$ cat config.mk
export PLATFORM = sky130hd
export DESIGN_NAME = d_stage_npc
export DESIGN_NICKNAME = d
export VERILOG_FILES = /design/src/rtl/d_stage_npc.sv
export SDC_FILE = /design/constraint.sdc
export NUM_CORES = 1
export LEC_CHECK = 0
export CAP_MARGIN = 20
export CORE_MARGIN = 8
export CORE_UTILIZATION = 41
export CTS_BUF_LIST = sky130_fd_sc_hd__clkbuf_16
export DETAILED_ROUTE_END_ITERATION = 10
export PLACE_DENSITY = 0.78
export SYNTH_ARGS = -nofsm -noshare
export SYNTH_HDL_FRONTEND = slang
export SYNTH_SLANG_ARGS = --single-unit
export TNS_END_PERCENT = 50
$ cat constraint.sdc
create_clock -name clk -period 3.8 [get_ports clk]
set_clock_uncertainty 0.2 [all_clocks]
set_input_delay 0.76 -clock clk [delete_from_list [all_inputs] [get_ports clk]]
set_output_delay 0.76 -clock clk [all_outputs]
set_load 0.1 [all_outputs]
$ cat src/rtl/d_stage_npc.sv
// d_stage_npc -- decode-stage IF/ID register and next-PC generator.
//
// This block holds the IF/ID pipeline register. It decodes the control transfer
// held in D and resolves it in the same cycle, using the forwarded operands.
// It then presents the next fetch PC to the fetch unit.
// The architecture has one branch delay slot: the instruction after a
// control transfer always executes, so nothing is flushed here.
//
// Ports
//   clk, reset     : clock; synchronous active-high reset
//   stall          : hold the IF/ID register; NPC re-presents PC_F
//   Instr_F, PC_F  : instruction fetched this cycle and its PC
//   rs_D, rt_D     : forwarded GPR operands for Instr_D
//   Instr_D, PC_D  : registered IF/ID contents
//   DS_D           : Instr_D occupies the delay slot of a control transfer
//   NPC            : next PC for the fetch unit
//   Link_D         : PC_D + 8, return address for jal/jalr
//   Taken_D        : Instr_D redirects fetch
module d_stage_npc (
    input  logic        clk,
    input  logic        reset,
    input  logic        stall,
    input  logic [31:0] Instr_F,
    input  logic [31:0] PC_F,
    input  logic [31:0] rs_D,
    input  logic [31:0] rt_D,
    output logic [31:0] Instr_D,
    output logic [31:0] PC_D,
    output logic        DS_D,
    output logic [31:0] NPC,
    output logic [31:0] Link_D,
    output logic        Taken_D
);

    localparam logic [5:0] OP_SPECIAL = 6'b000000;
    localparam logic [5:0] OP_REGIMM  = 6'b000001;
    localparam logic [5:0] OP_J       = 6'b000010;
    localparam logic [5:0] OP_JAL     = 6'b000011;
    localparam logic [5:0] OP_BEQ     = 6'b000100;
    localparam logic [5:0] OP_BNE     = 6'b000101;
    localparam logic [5:0] OP_BLEZ    = 6'b000110;
    localparam logic [5:0] OP_BGTZ    = 6'b000111;
    localparam logic [4:0] RT_BLTZ    = 5'b00000;
    localparam logic [4:0] RT_BGEZ    = 5'b00001;
    localparam logic [5:0] FN_JR      = 6'b001000;
    localparam logic [5:0] FN_JALR    = 6'b001001;
    localparam logic [31:0] PC_RESET  = 32'h0000_3000;

    // True for every control-transfer encoding, taken or not.
    function automatic logic is_ct(input logic [31:0] ins);
        case (ins[31:26])
            OP_J, OP_JAL, OP_BEQ, OP_BNE, OP_BLEZ, OP_BGTZ: is_ct = 1'b1;
            OP_REGIMM:  is_ct = (ins[20:16] == RT_BLTZ) || (ins[20:16] == RT_BGEZ);
            OP_SPECIAL: is_ct = (ins[5:0] == FN_JR) || (ins[5:0] == FN_JALR);
            default:    is_ct = 1'b0;
        endcase
    endfunction

    // IF -> ID register. DS_D records whether the instruction leaving D was
    // a control transfer, so the incoming one is its delay slot.
    always_ff @(posedge clk) begin
        if (reset) begin
            Instr_D <= 32'h0000_0000;
            PC_D    <= PC_RESET;
            DS_D    <= 1'b0;
        end else if (!stall) begin
            Instr_D <= Instr_F;
            PC_D    <= PC_F;
            DS_D    <= is_ct(Instr_D);
        end
    end

    // ID: resolve the control transfer held in D.
    logic        [5:0]  opcode;
    logic        [5:0]  funct;
    logic        [4:0]  rt_field;
    logic signed [31:0] rs_s;
    logic signed [31:0] rt_s;
    logic        [31:0] br_target;
    logic        [31:0] j_target;
    logic        [31:0] target;

    assign opcode    = Instr_D[31:26];
    assign funct     = Instr_D[5:0];
    assign rt_field  = Instr_D[20:16];
    assign rs_s      = rs_D;
    assign rt_s      = rt_D;
    assign br_target = PC_D + 32'd4 + {{14{Instr_D[15]}}, Instr_D[15:0], 2'b00};
    assign j_target  = {PC_D[31:28], Instr_D[25:0], 2'b00};

    always_comb begin
        Taken_D = 1'b0;
        target  = br_target;
        case (opcode)
            OP_BEQ:  Taken_D = (rs_s == rt_s);
            OP_BNE:  Taken_D = (rs_s != rt_s);
            OP_BLEZ: Taken_D = (rs_s <= 32'sd0);
            OP_BGTZ: Taken_D = (rs_s >  32'sd0);
            OP_REGIMM: begin
                if (rt_field == RT_BLTZ)      Taken_D = (rs_s <  32'sd0);
                else if (rt_field == RT_BGEZ) Taken_D = (rs_s >= 32'sd0);
            end
            OP_J, OP_JAL: begin
                Taken_D = 1'b1;
                target  = j_target;
            end
            OP_SPECIAL: begin
                if (funct == FN_JR || funct == FN_JALR) begin
                    Taken_D = 1'b1;
                    target  = rs_D;
                end
            end
            default: ;
        endcase
    end

    // Stall wins so fetch re-presents the held PC; a transfer resolved
    // during the stall redirects on the first free cycle.
    assign NPC    = stall ? PC_F : (Taken_D ? target : PC_F + 32'd4);
    assign Link_D = PC_D + 32'd8;

endmodule

== Word-level counts from Yosys, hierarchy flattened ==
Index checks and enable logic that the tools add are counted.

* Logic and storage cells: 38
* Flip-flop bits (word level): 65

* Muxes and demuxes: 9
* Eq/ne operators: 12
* Order comparisons: 4
* Add/subtract/negate cells: 4
* Reductions and logical operators: 6

{| class="wikitable"
|+ Operator list
! operator !! number
|-
| 32-bit 2-to-1 mux || 3
|-
| 32-bit by 3-bit adder with 32-bit output (second input constant) || 2
|-
| 32-bit case mux with 2 select lines || 1
|-
| 32-bit adder || 1
|-
| 32-bit by 4-bit adder with 32-bit output (second input constant) || 1
|-
| 32-bit == test || 1
|-
| 32-bit by 1-bit greater-or-equal comparator with 1-bit output (second input constant) || 1
|-
| 32-bit by 1-bit > comparator with 1-bit output (second input constant) || 1
|-
| 32-bit by 1-bit <= comparator with 1-bit output (second input constant) || 1
|-
| 32-bit by 1-bit less-than comparator with 1-bit output (second input constant) || 1
|-
| 32-bit inequality test || 1
|-
| 6-bit by 3-bit == test with 1-bit output (second input constant) || 4
|-
| 6-bit by 2-bit == test with 1-bit output (second input constant) || 2
|-
| 6-bit by 4-bit == test with 1-bit output (second input constant) || 2
|-
| 1-bit case mux with 7 select lines || 1
|-
| 6-bit by 1-bit == test with 1-bit output (second input constant) || 1
|-
| 6-bit zero test || 1
|-
| 6-bit OR reduction || 1
|-
| 5-bit by 1-bit == test with 1-bit output (second input constant) || 1
|-
| 5-bit zero test || 1
|-
| 1-bit 2-to-1 mux || 3
|-
| 1-bit case mux with 3 select lines || 1
|-
| 1-bit logical OR || 2
|-
| 2-bit OR reduction || 1
|}

== Logic depth before layout (Yosys ltp) ==
* Depth after elaboration: 6
* Mapped depth: 14

== Least setup slack after synthesis ==
OpenSTA, ideal clock, no wires.

* Kind: reg-to-output
* From: register PC_D[3]
* To: output port NPC[19]
* Data required time: 2,840 ps
* Cell stages (with the launch flop): 13
* Slack: -2,359 ps
* Arrival: 5,199 ps
* Buffers on the path: 0
* Cells stage by stage: dfxtp_1 -> ha_1 -> ha_1 -> inv_1 -> fa_1 -> nand2b_1 -> a21oi_1 -> or2_2 -> a221o_1 -> a31oi_1 -> xnor2_1 -> a211oi_1 -> nor3_1

* Word-level cells in the longest chain between the ends: 6

{| class="wikitable"
|+ Ends and longest elaborated chain
! element !! line !! RTL
|-
| from (decl) || 28 || <nowiki>output logic [31:0] PC_D,</nowiki>
|-
| from (signal assigned) || 64 || <nowiki>PC_D <= PC_RESET;</nowiki>
|-
| from (signal assigned) || 68 || <nowiki>PC_D <= PC_F;</nowiki>
|-
| 32-bit by 3-bit adder with 32-bit output * || 88 || <nowiki>assign br_target = PC_D + 32'd4 + {{14{Instr_D[15]}}, Instr_D[15:0], 2'b00};</nowiki>
|-
| 32-bit adder * || 88 ||
|-
| 32-bit 2-to-1 mux || 108 || <nowiki>if (funct == FN_JR || funct == FN_JALR) begin</nowiki>
|-
| 32-bit case mux with 2 select lines * || 94 || <nowiki>case (opcode)</nowiki>
|-
| 32-bit 2-to-1 mux * (2 in a row) || 119 || <nowiki>assign NPC = stall ? PC_F : (Taken_D ? target : PC_F + 32'd4);</nowiki>
|-
| to (decl) || 30 || <nowiki>output logic [31:0] NPC,</nowiki>
|}

Every way passes the cells marked *; elsewhere a longest branch is shown, timed or not.

== Worst setup path in the final report ==
* From: register PC_D[4]
* To: output port NPC[22]

The elaborated chain is that of the path after synthesis.

==> reports/metrics.yaml <==
setup_path:
  cpPeakStageDelay_ns: 0.36
  worstPathArrival_ns: 3.34
  slowest_stage: "dfxtp_4"
  critical_path_class: "flop to primary output"
  required_ns: 2.84
  critPathMaxFanout: 3
  crit_path_end_kind: "primary output"
  start_kind: "flop"
  cp_common_cell: "ha_4"
  crit_chain: "ha_4 > buf_6 > ha_4 > a211oi_4 > o21ai_2 > nand3_2 > a2111oi_4 > buf_4 > o21ai_4 > xnor2_2 > a222oi_1 > o211ai_1 > buf_12"
  cp_top_family: "compound AO/OA/AOI/OAI gates"
  cp_num_buf_inv: 3
cts:
  clockBufferDepth: 2
  numCtsBuffers: 9
  h-tree-depth: 3
  insertion_delay_ns: 0.35
  clock-root-buffer: "clkbuf_16"
  cts_tree: "yes"
  path_clk_slew_ns: 0.06
  cts_sinks: 65
  hold_buffers: 0
synth:
  synth_edf_count: 0
  yosys.area_share.adder: 0.110
  synth_mux_area_frac: 0.106
  synth_flop_cell: "dfxtp_1"
  syn-instance-count: 889
  synth_top_family_by_area: "simple AND/OR/NAND/NOR gates"
  ys_top_cells_by_area: "dfxtp_1 (19%), ha_1 (11%), mux2i_1 (10%)"
  yosysTopAreaCell: "dfxtp_1"
  yosys.area_share.xor_xnor: 0.101
  yosysWarningCount: 0
  yosys.area.top_type_share: 0.188
  synth.net_count: 1080
  yosysUniqueCellTypes: 70
  synth.cell_area_um2: 6910
  synth.avg_cell_area_um2: 7.78
  synth-compound-area-share: 0.215
  synth-async-reset-ratio: 0
  ys_seq_area_frac: 0.188
  ys_ff_latch: 65
  synthSimpleGateAreaFrac: 0.236
sta:
  setup_tns_ns: -11.16
  setup_slack_ns: -0.504
  post-route-period-util: 1.13
  worst_pin_slew_ns: 1.00
  relSlewSlack: 0.331
  slew_viol_final: 0
  fmax_mhz: 232
  rsz0062_at_grt: "true"
  hold_violations: 0
  fin_crit_ns: 4.30
  setup_viol: 32
global_route:
  antenna_found_initial: 2
  busiest_layer: "met2"
  grt-ovfl-total: 0
  grt_pass1_vias: 9723
  met1_usage: 0.348
  grtUsageMet3: 0.0774
  use_met2: 0.547
  grt_use_total: 0.312
  grt_first_pass_wirelength_mm: 53.2
  grt_max_degree: 41
detailed_routing:
  drtIter0Drc: 948
  finalWirelength_mm: 35.8
  vias: 9455
  final_antenna_net_count: 0
  wire_per_inst_um: 22.8
  dr.pass1.iters: 6
  vias_per_cell: 6.02
  drc: 0
layout:
  syn_to_final_growth_pct: 89.8
  layout.nets: 1535
  final_cell_area_um2: 13100
  fin_cells: 1570
  final_common_cell: "buf_4"
  drive_above_1_share: 0.462
  final_cell_mix: "buf_4 (269), nor2_1 (107), clkdlybuf4s50_1 (91)"
place:
  pre_cts_ws_ns: -0.819
  hpwl_mm: 27.4
  post-place-cells: 1537
  gp_congestion: 0.993
  portBuffers: 260
  postPlaceCellArea_um2: 12300
power:
  finalPower_mw: 3.93
  p_leak_nw: 5.88
  irDropWorstVdd_mv: 0.247
  power_density_nw_per_um2: 299
floorplanning:
  ios: 261
  fp.coreArea_um2: 16500
  start_util: 0.418
  die_x_um: 146
  die_h_um: 146
  die_area_um2: 21300
  rows: 47
run_status:
  status: "finished, violations left"
  violations: "setup timing"
flow_run:
  cap_viol_max_count: 0
worst_hold_path:
  hp-class: "flop to flop"
[sequential cells by signal, indices dropped and copies added, names as in the netlist]
register  cells
Instr_D      32
PC_D         32
DS_D          1
[cell usage after synthesis, types with 4 or more instances]
| cell type | count |
|---|---|
| a211o_1 | 5 |
| a211oi_1 | 6 |
| a21o_1 | 10 |
| a21oi_1 | 59 |
| a221o_1 | 8 |
| a221oi_1 | 6 |
| a222oi_1 | 6 |
| a22o_1 | 4 |
| a22oi_1 | 11 |
| a31oi_1 | 7 |
| and2_1 | 5 |
| and3_1 | 23 |
| and4_1 | 6 |
| buf_1 | 9 |
| buf_2 | 11 |
| buf_4 | 5 |
| clkbuf_1 | 20 |
| dfxtp_1 | 65 |
| ha_1 | 59 |
| inv_1 | 22 |
| mux2i_1 | 72 |
| nand2_1 | 65 |
| nand2b_1 | 6 |
| nand3_1 | 23 |
| nand4_1 | 28 |
| nor2_1 | 115 |
| nor2b_1 | 4 |
| nor3_1 | 15 |
| nor4_1 | 15 |
| nor4_2 | 4 |
| o211ai_1 | 11 |
| o21ai_0 | 20 |
| o21bai_1 | 7 |
| o22a_1 | 6 |
| o22ai_1 | 12 |
| o31ai_1 | 5 |
| or3_1 | 10 |
| xnor2_1 | 64 |
| xor2_1 | 16 |
[logic make-up (layout without fill, tap and decap cells)]
group	after synthesis	after routing
simple gates	331	331
compound gates	211	211
xor+xnor	80	80
mux	73	73
buf+inv	69	529
flops	65	65
fa+ha+maj	60	60
other cells	0	1
[repair_timing]
item,CTS,global route
buffers inserted,13,6
gates resized for setup,258,98
pin swaps,98,67
setup endpoints to repair,35,42
[cell type report]
type                       instances  area (um^2)
multi-input combinational        755         6500
timing repair buffer             490         4520
fill                            1105         3400
sequential                        65         1460
tap                              220          275
clock buffer                       9          225
inverter                          23         93.8
clock inverter                     7         43.8
antenna                            1         2.50
[report_power, final]
group          internal [mW]  switching [mW]  leakage (nW)  total (mW)
clock network          0.442           0.365         0.138       0.807
registers              0.717          0.0582         0.565       0.775
logic                  0.885            1.46          5.18        2.35
total                   2.04            1.88          5.88        3.93
[worst reg2reg max path, stage by stage, from the launching register on]
cell and delay (ns):
dfxtp_4 0.36, buf_4 0.16, nor4b_4 0.13, and2_1 0.16, buf_4 0.16, o21ai_1 0.31, buf_4 0.25, a21oi_1 0.09
a21oi_1 0.16, nor2_1 0.05
[per-stage QoR]
| step | utilization | hold slack, ns |
|---|---|---|
| floorplan | - | 0.476 |
| finish | 0.794 | 0.338 |
| detailed placement | 0.744 | 0.315 |
| global placement | 0.744 | 0.276 |
| global route | 0.794 | 0.362 |
| CTS | 0.789 | 0.330 |
[metal layers]
layer  wire length, um  up-vias
li1                  -     4251
met3              2900      151
met2             17600      533
met1             13500     4518
met5                14        -
met4              1800        2
[worst paths after layout]
kind / end / slack, ns / startpoint / cells past startpoint
hold reg to reg: DS_D / 0.34 / DS_D / 2
setup / recovery: NPC[22] / -0.50 / PC_D[4] / 13
hold / removal: DS_D / 0.34 / DS_D / 2
setup reg to reg: DS_D / 1.62 / Instr_D[3] / 9
No activity file was read; power rests on OpenSTA's default activity.
